**src/rtl/bw_r_frf_arb.sv**
```systemverilog
// bw_r_frf_arb: arbitrates the shared FRF R/W port between load writeback, FPU writeback and reads,
// with starvation promotion for the lower-priority requesters and a 2-cycle tagged read return.
module bw_r_frf_arb #(
    parameter int TAG_W      = 4,
    parameter int STARVE_LIM = 4
) (
    input  logic             rclk,
    input  logic             rst_l,
    input  logic             ld_req,
    input  logic [6:0]       ld_addr,
    input  logic [1:0]       ld_wen,
    input  logic [77:0]      ld_data,
    output logic             ld_gnt,
    input  logic             fw_req,
    input  logic [6:0]       fw_addr,
    input  logic [1:0]       fw_wen,
    input  logic [77:0]      fw_data,
    output logic             fw_gnt,
    input  logic             rd_req,
    input  logic [6:0]       rd_addr,
    input  logic [TAG_W-1:0] rd_tag,
    output logic             rd_gnt,
    output logic [1:0]       ctl_frf_wen,
    output logic             ctl_frf_ren,
    output logic [6:0]       ctl_frf_addr,
    output logic [77:0]      dp_frf_data,
    input  logic [77:0]      frf_dp_data,
    output logic             rd_rtn_vld,
    output logic [TAG_W-1:0] rd_rtn_tag,
    output logic [77:0]      rd_rtn_data
);
    localparam logic [3:0] LIM = 4'(STARVE_LIM);

    logic [3:0]       rd_cnt, fw_cnt;
    logic             v1, v2;
    logic [TAG_W-1:0] t1, t2;
    logic             rd_win, fw_win;

    always_comb begin
        // a saturated rd beats everything; a saturated fw only beats ld
        rd_win       = rd_req && rd_cnt == LIM;
        fw_win       = fw_req && fw_cnt == LIM && !rd_win;
        rd_gnt       = rst_l && (rd_win || (rd_req && !ld_req && !fw_req));
        fw_gnt       = rst_l && !rd_win && fw_req && (fw_win || !ld_req);
        ld_gnt       = rst_l && ld_req && !rd_win && !fw_win;
        ctl_frf_wen  = ld_gnt ? ld_wen : fw_gnt ? fw_wen : 2'b00;
        ctl_frf_ren  = rd_gnt;
        ctl_frf_addr = ld_gnt ? ld_addr : fw_gnt ? fw_addr : rd_gnt ? rd_addr : 7'd0;
        dp_frf_data  = ld_gnt ? ld_data : fw_gnt ? fw_data : 78'd0;
        rd_rtn_vld   = v2;
        rd_rtn_tag   = t2;
        rd_rtn_data  = v2 ? frf_dp_data : 78'd0;
    end

    always_ff @(posedge rclk) begin
        if (!rst_l) begin
            rd_cnt <= '0;
            fw_cnt <= '0;
            v1     <= 1'b0;
            v2     <= 1'b0;
            t1     <= '0;
            t2     <= '0;
        end else begin
            rd_cnt <= (!rd_req || rd_gnt) ? 4'd0 : (rd_cnt == LIM) ? rd_cnt : rd_cnt + 4'd1;
            fw_cnt <= (!fw_req || fw_gnt) ? 4'd0 : (fw_cnt == LIM) ? fw_cnt : fw_cnt + 4'd1;
            v1     <= rd_gnt;
            t1     <= rd_tag;
            v2     <= v1;
            t2     <= t1;
        end
    end
endmodule

```
**config.mk**
```make
export PLATFORM = sky130hd
export DESIGN_NAME = bw_r_frf_arb
export DESIGN_NICKNAME = d
export VERILOG_FILES = /design/src/rtl/bw_r_frf_arb.sv
export SDC_FILE = /design/constraint.sdc
export NUM_CORES = 1
export LEC_CHECK = 0
export BUFFER_PORTS_ARGS = -buffer_cell sky130_fd_sc_hd__buf_2
export CAP_MARGIN = 10
export CORE_AREA = 3 3 173 175
export DETAILED_ROUTE_END_ITERATION = 8
export DIE_AREA = 0 0 176 178
export HOLD_SLACK_MARGIN = 0.1
export SLEW_MARGIN = 10
export SYNTH_ARGS = -nofsm -noshare
export SYNTH_HDL_FRONTEND = slang
export SYNTH_SLANG_ARGS = --single-unit
```
**constraint.sdc**
```tcl
create_clock -name rclk -period 4.8 [get_ports rclk]
set_input_delay 0.96 -clock rclk [delete_from_list [all_inputs] [get_ports rclk]]
set_output_delay 0.96 -clock rclk [all_outputs]
set_load 0.1 [all_outputs]
```
==> reports/summary.md, run 1 <==
The final critical-path required period is 4.12 ns, and the floorplan core area is 28600 um2. Cell with the most instances on the worst path: buf_2. TritonCTS built the clock tree. For this block, the initial DRC count from the detailed router was 283.

The most common cell in the synthesized netlist is and2_1. The worst hold path belongs to the class reg2reg. After synthesis, the share of flip-flops with an asynchronous set or reset is 0%. The post-synthesis cell type count was 31; the fraction of synthesized cell area in xor and xnor cells was 0.764%.

After clock tree synthesis, the clock-pin slew on the worst setup and hold paths is 0.05 ns. Overall via count from detail_route: 3962. For this run, the post-layout net count is 981.

For the pin with the worst max-slew slack, the measured transition is 1.01 ns. The commonest cells after synthesis are 88 x and2_1, 86 x a22o_1, 18 x dfxtp_1. a22o_1 takes more of the synthesized area than any other cell.

Largest vdd supply drop: 0.0917 mV. The overall routing resource usage is 8.33%, and the normalized max-slew margin is 32.7%. The maximum net fanout on the critical path was 78; the via count of the first global-routing pass was 3359. The gate count after technology mapping was 291; the area share of the largest cell type after synthesis was 32.9%. Total clock buffers created by CTS: 3. After routing, the total negative slack on setup checks comes to 0 ns. Power spread over the standard cell area amounts to 200 nW/um2. In this run, post-CTS repair resized a total of 0 instances.

At the worst endpoint, the required time is 3.84 ns. The number of post-CTS setup repair buffers came out at 0. Of the total power, the clock network draws 17.6%. The number of antenna diodes in the final layout is 0. The number of cells on the worst reg-to-reg path is 6. The sequential-to-total area share from yosys stat was 15.7%; the clock tree skew after final layout was 0.000787 ns.

The combinational share of power was 67.4%; the reported leakage power was 2.95 nW. The area growth from synthesis to layout came out at 129%. The number of nets produced by synthesis is 563. STA classifies the critical path endpoint as an output pin.

The most used flip-flop cell after synthesis is dfxtp_1. Buffers placed on the I/O ports in this run total 441. The maximum level of the CTS H-tree came out at 1. The worst setup path is launched from a primary input.

After detailed routing, the average wire length per cell comes to 14.5 um. The endpoint identified for the worst register-to-register timing path is fw_cnt[0]. Start point of the critical path: rd_req. The reg-to-reg startpoint is fw_cnt[0]. In the finished design, the share of the clock period the worst path needs comes to 85.9%. Once detail routing completed, the nets flagged for antenna violations numbered 0. The die is 178 um tall.

The critical path endpoint was dp_frf_data[33]. Clock tree buffer depth: 2. Walking the worst path, the cells encountered are buf_2 > and4b_1 > o21ba_1 > and3_2 > buf_12 > a22o_1 > buf_2.

The multiplexer share of the synthesized area is 0.491%. The Yosys step of the flow raised 0 warnings. Per report_power, the sequential group accounts for 15.1% of the total. The die covers 31300 um2. The die extent in x works out to 176 um.

In this run, synthesis produced a sequential element count of 18. In this run the count of I/O pins placed on the die edge is 442. Yosys attributes the largest share of cell area to a22o_1 33%, and2_1 24%, dfxtp_1 16%, buf_6 4.4%, o21ai_0 2.8%. Worst setup slack for register-to-register paths: 2.98 ns.

Final hold analysis gives a worst-case slack of 0.430 ns. Using the TritonRoute via totals, the vias-per-cell ratio works out to 3.63. The initial utilization of the core area, before any placement, comes to 8.01%. Data on the critical path arrives at its endpoint at 3.16 ns. Routability-driven placement finished with a final weighted congestion of 0.835.

On the critical path, the stage with the largest delay is an instance of buf_2. The tools report the total congestion overflow as 0. The number of placement rows was 62; the TritonCTS sink count was 18. The switching part of the total is 55.0%, and the initial antenna violation count is 0.

The clock latency on the worst-skew pair was 0.25 ns; the detailed-route wire length was 15900 um. The run finished with clean final reports. Entering global routing, the biggest net connects 80 pins.

The global-route wire length before repair is 20200 um. The synthesized netlist occupies a cell area of 2290 um2. The critical path is of the in2out type. The run gives 0 as the count of endpoints failing hold in the final timing report. The post-route netlist has 63.8% of its cells at a drive strength greater than 1. The HPWL after detailed placement is 13900 um.

The analysis attributes to net switching a power of 0.576 mW. The first detailed-routing pass ran for 5 iterations. Summing the areas of all and, or, nand and nor instances in the mapped netlist gives 29.9% of the synthesized area.

CTS placed an instance of clkbuf_16 at the clock tree root. The internal portion of the total power is 0.471 mW. Setup repair after global routing left no endpoint under its margin. Setup violations remaining at the end of the flow were counted as 0. Yosys mapped a number of flops with a built-in enable equal to 0. The area fraction in compound gates after synthesis is 41.3%, and the max-cap check violation count is 0.

On the worst path, the slowest cell contributes a delay of 0.44 ns. Static timing analysis puts the maximum clock frequency at 243 MHz. For this design, the CTS-stage hold fixing added 0 buffers. The synthesized-area fraction occupied by adder cells was 2.18%; the average footprint of a synthesized cell was 7.88 um2. By area, the combinational part of the netlist is dominated by compound AO/OA/AOI/OAI gates. The logs give 0 for the number of remaining DRC errors and 0 for the number of slew-limit violations in the final report.
==> metal layers <==
metal	vias up	GRT usage, %	part of all wire (%)	wire length (um)
li1	1903	-	-	-
met1	1806	11.5	41	6510
met2	237	12.7	46	7340
met3	16	1.60	8.6	1360
met4	0	3.53	4.0	633
met5	-	0	0	0
==> sequential cells by signal, indices dropped and copies added, names as in the netlist <==
| signal | count |
|---|---|
| rd_rtn_vld | 1 |
| v1 | 1 |
| rd_cnt | 4 |
| fw_cnt | 4 |
| rd_rtn_tag | 4 |
| t1 | 4 |
==> through the flow <==
stage | cell area (um2) | utilization (%) | instances | total power, mW | setup slack [ns]
floorplan | 2300 | - | 291 | 0.647 | 0.579
global placement | 5150 | 18.0 | 1088 | 0.865 | 0.749
detailed placement | 5150 | 18.0 | 1088 | 0.866 | 0.692
CTS | 5240 | 18.3 | 1092 | 1.05 | 0.682
global route | 5240 | 18.3 | 1092 | 1.09 | 0.569
finish | 5240 | 18.3 | 1092 | 1.05 | 0.678
==> layout make-up <==
| class | count | area (um2) |
|---|---|---|
| clock buffers | 4 | 88.8 |
| multi-input cells | 235 | 1720 |
| fillers | 3202 | 23400 |
| well taps | 384 | 480 |
| flip-flops and latches | 18 | 362 |
| repair buffers | 444 | 2570 |
| inverters | 7 | 26.3 |
==> power groups by stage <==
| stage | registers, mW | clock network, mW | logic (mW) |
|---|---|---|---|
| floorplan | 0.170 | 0 | 0.477 |
| global placement | 0.161 | 0 | 0.704 |
| detailed placement | 0.161 | 0 | 0.705 |
| CTS | 0.158 | 0.190 | 0.707 |
| global route | 0.159 | 0.198 | 0.730 |
| finish | 0.158 | 0.184 | 0.705 |
==> worst min path at each step <==
stage,start,end,cells past startpoint
after global placement,t1[0],rd_rtn_tag[0],1
final,t1[2],rd_rtn_tag[2],1
after CTS,t1[3],rd_rtn_tag[3],1
after detailed placement,t1[3],rd_rtn_tag[3],1
after floorplan,t1[0],rd_rtn_tag[0],1
after global routing,t1[3],rd_rtn_tag[3],1
==> cell usage in the layout, fill, tap and decap left out <==
| cell type | instances |
|---|---|
| a32o_1 | 1 |
| or3_1 | 1 |
| nand3_1 | 3 |
| a211oi_1 | 5 |
| buf_12 | 23 |
| clkbuf_16 | 3 |
| and3_2 | 1 |
| a2111oi_4 | 1 |
| dfxtp_2 | 1 |
| and2_1 | 88 |
| clkbuf_8 | 1 |
| nand2b_1 | 2 |
| nand4_1 | 1 |
| a22o_1 | 86 |
| mux2_1 | 1 |
| o21ba_1 | 1 |
| a21oi_2 | 1 |
| nand3b_1 | 2 |
| buf_4 | 1 |
| a21oi_1 | 6 |
| nor3_1 | 2 |
| o211ai_1 | 1 |
| nor2b_1 | 1 |
| buf_2 | 420 |
| dfxtp_1 | 17 |
| nand2_1 | 1 |
| xnor2_1 | 2 |
| o21ai_0 | 13 |
| nor3b_1 | 1 |
| inv_1 | 7 |
| or2_1 | 1 |
| nor2_1 | 8 |
| and4b_1 | 1 |
| ha_1 | 4 |
==> critical path, delay by kind of cell <==
kind / cells / cell delay, ns
AO/OA/AOI/OAI: 2 / 0.52
AND/OR/NAND/NOR: 2 / 0.71
buffers and inverters: 3 / 0.88
==> cell families (layout without fill, tap and decap cells) <==
family                     after synthesis  count (layout)
xor gates and xnor gates                 2               2
AOI/OAI and AO/OA                      115             115
buffers and inverters                   38             455
and+or+nand+nor                        113             113
DFF                                     18              18
adders and majority gates                4               4
muxes                                    1               1
Power figures use the tool's default switching activity.
==> run 2: changes to the inputs <==
==> constraint.sdc (replaced) <==
create_clock -name rclk -period 4.8 [get_ports rclk]
set_input_delay 0.72 -clock rclk [delete_from_list [all_inputs] [get_ports rclk]]
set_output_delay 0.72 -clock rclk [all_outputs]
set_load 0.1 [all_outputs]
==> reports/summary.md, run 2 (same netlist as run 1, synthesis figures left out) <==
The sequential power share was 15.6% (+0.5 points). The clock transition time at the flip-flop clock pins of the worst setup and hold paths is 0.05 ns (about the same). The run gives 2 (+2) as the initial antenna violation count. The run finished with clean final reports. The tools report the number of placement rows as 62 (unchanged).

The logs give 3339 (-0.60%) for the via count of the first global-routing pass and 13400 um (-3.5%) for the final HPWL from detailed placement. The average via count per standard cell was 3.68 (+1.4%); the required time of the worst setup path was 4.08 ns (+0.24 ns). For the count of antenna diodes in the layout, the log shows 0 (unchanged). TritonCTS built the clock tree. The overall via count from detail_route came out at 4023 (+1.5%).

The run gives 3 (unchanged) as the total clock buffers created by CTS. The logs give 0 (unchanged) for the count of hold buffers inserted by post-cts repair and 0 (unchanged) for the post-cts sizing count. The internal power contribution was 0.439 mW (-6.8%); the largest vdd supply drop was 0.0882 mV (-3.8%). The placed cell count was 1089 (+0.092%); the total power divided by cell area was 205 nW/um2 (+2.5%).

The logic depth of the worst register-to-register path is 6 (unchanged). The slew at the pin with the worst max-slew slack was 0.903 ns (-0.107 ns); the top achievable clock speed was 257 MHz (+5.9%). The number of slew-limit violations in the final report was 0 (unchanged); the final setup violation count was 0 (unchanged). The fraction of power consumed by the clock network was 18.1% (+0.5 points).

The normalized max-slew margin is 39.8% (+7.1 points). The count of endpoints failing hold in the final timing report was 0 (unchanged). End point of the worst hold path: rd_rtn_tag[0]. The worst setup path is of the reg2out kind. For the placer congestion estimate, the log shows 0.800 (-4.3%).

Clock tree synthesis selected as its root buffer the cell clkbuf_16. The reg-to-reg startpoint is fw_cnt[0]. The run gives 17.2% (-1.1 points) as the post-layout utilization of the core. The tools report the clock latency on the worst-skew pair as 0.25 ns (about the same). For the final instance count without filler cells, the log shows 1093 (+0.092%). The combinational share of power came out at 66.3% (-1.1 points). The number of post-CTS setup repair buffers was 0 (unchanged); the switching power of the nets was 0.571 mW (-0.94%). The hold-critical path depth was 1 (unchanged).

The reported leakage power was 2.88 nW (-2.4%); the overall power was 1.01 mW (-3.6%). Setup repair after global routing left no endpoint under its margin. The number of port buffers was 441 (unchanged). The worst setup slack for register-to-register paths is 2.92 ns (-0.06 ns).

The highest cell delay on the worst timing path is 0.63 ns (+0.19 ns). The worst setup path is captured at an output pin. The tools report the critical path data arrival time as 3.17 ns (about the same). The run gives 0 (unchanged) as the remaining antenna violation count. In this run the worst hold path is classified as reg2reg. The maximum net fanout on the critical path is 51 (-35%), and the net total in the final layout is 982 (+0.10%). The run gives 442 (unchanged) as the I/O pin total. Traced cell by cell, the critical path runs through inv_1 > ha_1 > nand3b_1 > o21ba_1 > and3_2 > buf_12 > a22o_1 > buf_2. The worst hold path begins at t1[0].

The number of remaining DRC errors is 0 (unchanged). The starting density of the core was 8.01% (unchanged); the clock tree buffer depth was 2 (unchanged). The switching part of the total is 56.5% (+1.5 points), and the overall routing resource usage is 7.96% (-0.37 points). The tools report the final worst hold slack as 0.429 ns (-0.00131 ns). The overall die height came out at 178 um (unchanged).

The maximum number of pins on one net before global-route repair was 80 (unchanged). Destination of the worst register-to-register timing path: fw_cnt[3]. The cell with the biggest individual delay on the critical path was and3_2.

The logs give 0.00141 ns (+0.000623 ns) for the clock tree skew after final layout and 15500 um (-2.4%) for the detailed-route wire length. The run gives 1 (unchanged) as the maximum level of the CTS H-tree. The per-cell routed wire length is 14.2 um (-2.5%), and the area growth from synthesis to layout is 115%. The final critical-path required period came out at 3.89 ns (-0.230 ns). The number of DRC markers in iteration 0 is 262 (-7.4%), and the max-cap check violation count is 0 (unchanged).

The tools report the launching element type of the critical path as a flop. The most common cell after layout, fill and taps aside is buf_2. The tools report the total iterations of the first detailed-routing run as 5 (unchanged). The floorplan core area is 28600 um2 (unchanged), and the TritonCTS sink count is 18 (unchanged).

The final-layout setup total negative slack came out at 0 ns (unchanged). For the total congestion overflow, the log shows 0 (unchanged). The library cells used most frequently in the layout, excluding fill and tap cells, are 441 x buf_2, 88 x and2_1, 86 x a22o_1. The fraction of final layout cells sized beyond drive strength 1 came out at 63.8% (-0.090 points). The global-route wire length before repair came out at 19400 um (-4.0%). The die extent in x is 176 um (unchanged). The total die area was 31300 um2 (unchanged); the ratio of final minimum period to clock period was 81.1% (-4.8 points).
## run 2: cell types whose count changed in the layout (fill, tap and decap cells not counted)
| cell | delta |
|---|---|
| buf_4 | +1 |
| buf_12 | -21 |
| a21oi_2 | -1 |
| a21oi_1 | +1 |
| buf_2 | +21 |
## run 2: cell type report
cell class              instances  area, um2
flip-flops and latches         18        362
well taps                     384        480
fillers                      3217      23700
repair buffers                445       2260
multi-input cells             235       1710
clock buffers                   4       88.8
inverters                       7       26.3
## run 2: how the worst max path moves through the flow
stage / slack [ns] / endpoint / from
2_1_floorplan: 0.37 / ctl_frf_addr[6] / ld_req
3_3_place_gp: 1.04 / dp_frf_data[48] / rd_req
3_5_place_dp: 1.00 / dp_frf_data[0] / rd_req
4_1_cts: 0.87 / dp_frf_data[0] / fw_cnt[0]
5_1_grt: 0.71 / dp_frf_data[0] / fw_cnt[0]
6_report: 0.91 / dp_frf_data[48] / fw_cnt[0]
## run 2: worst max-delay path, delay by kind of cell (launching register included)
| kind | cells | cell delay, ns |
|---|---|---|
| AOI/OAI and AO/OA | 2 | 0.41 |
| DFF | 1 | 0.40 |
| buffers and inverters | 3 | 0.80 |
| and+or+nand+nor | 2 | 1.06 |
| adders and majority gates | 1 | 0.21 |
## run 2: power groups by stage
stage | registers [mW] | logic [mW] | clock network, mW
finish | 0.158 | 0.669 | 0.183
global route | 0.159 | 0.692 | 0.195
CTS | 0.158 | 0.668 | 0.191
detailed placement | 0.161 | 0.666 | 0
global placement | 0.161 | 0.665 | 0
floorplan | 0.170 | 0.477 | 0
## run 2: per-layer routing
metal  part of all wire, %  routed length [um]  up-vias  GRT usage [%]
met1                    42                6530     1841           11.6
li1                      -                   -     1906              -
met3                   9.6                1490       16           1.21
met5                     0                   0        -              0
met2                    47                7250      260           12.6
met4                   1.3                 201        0           1.12
## run 2: per-stage QoR
step                      setup slack (ns)  cell area, um2
after floorplan                      0.370            2290
after detailed placement              1.00            4840
after global routing                 0.713            4930
after CTS                            0.869            4930
after global placement                1.04            4840
final                                0.908            4930
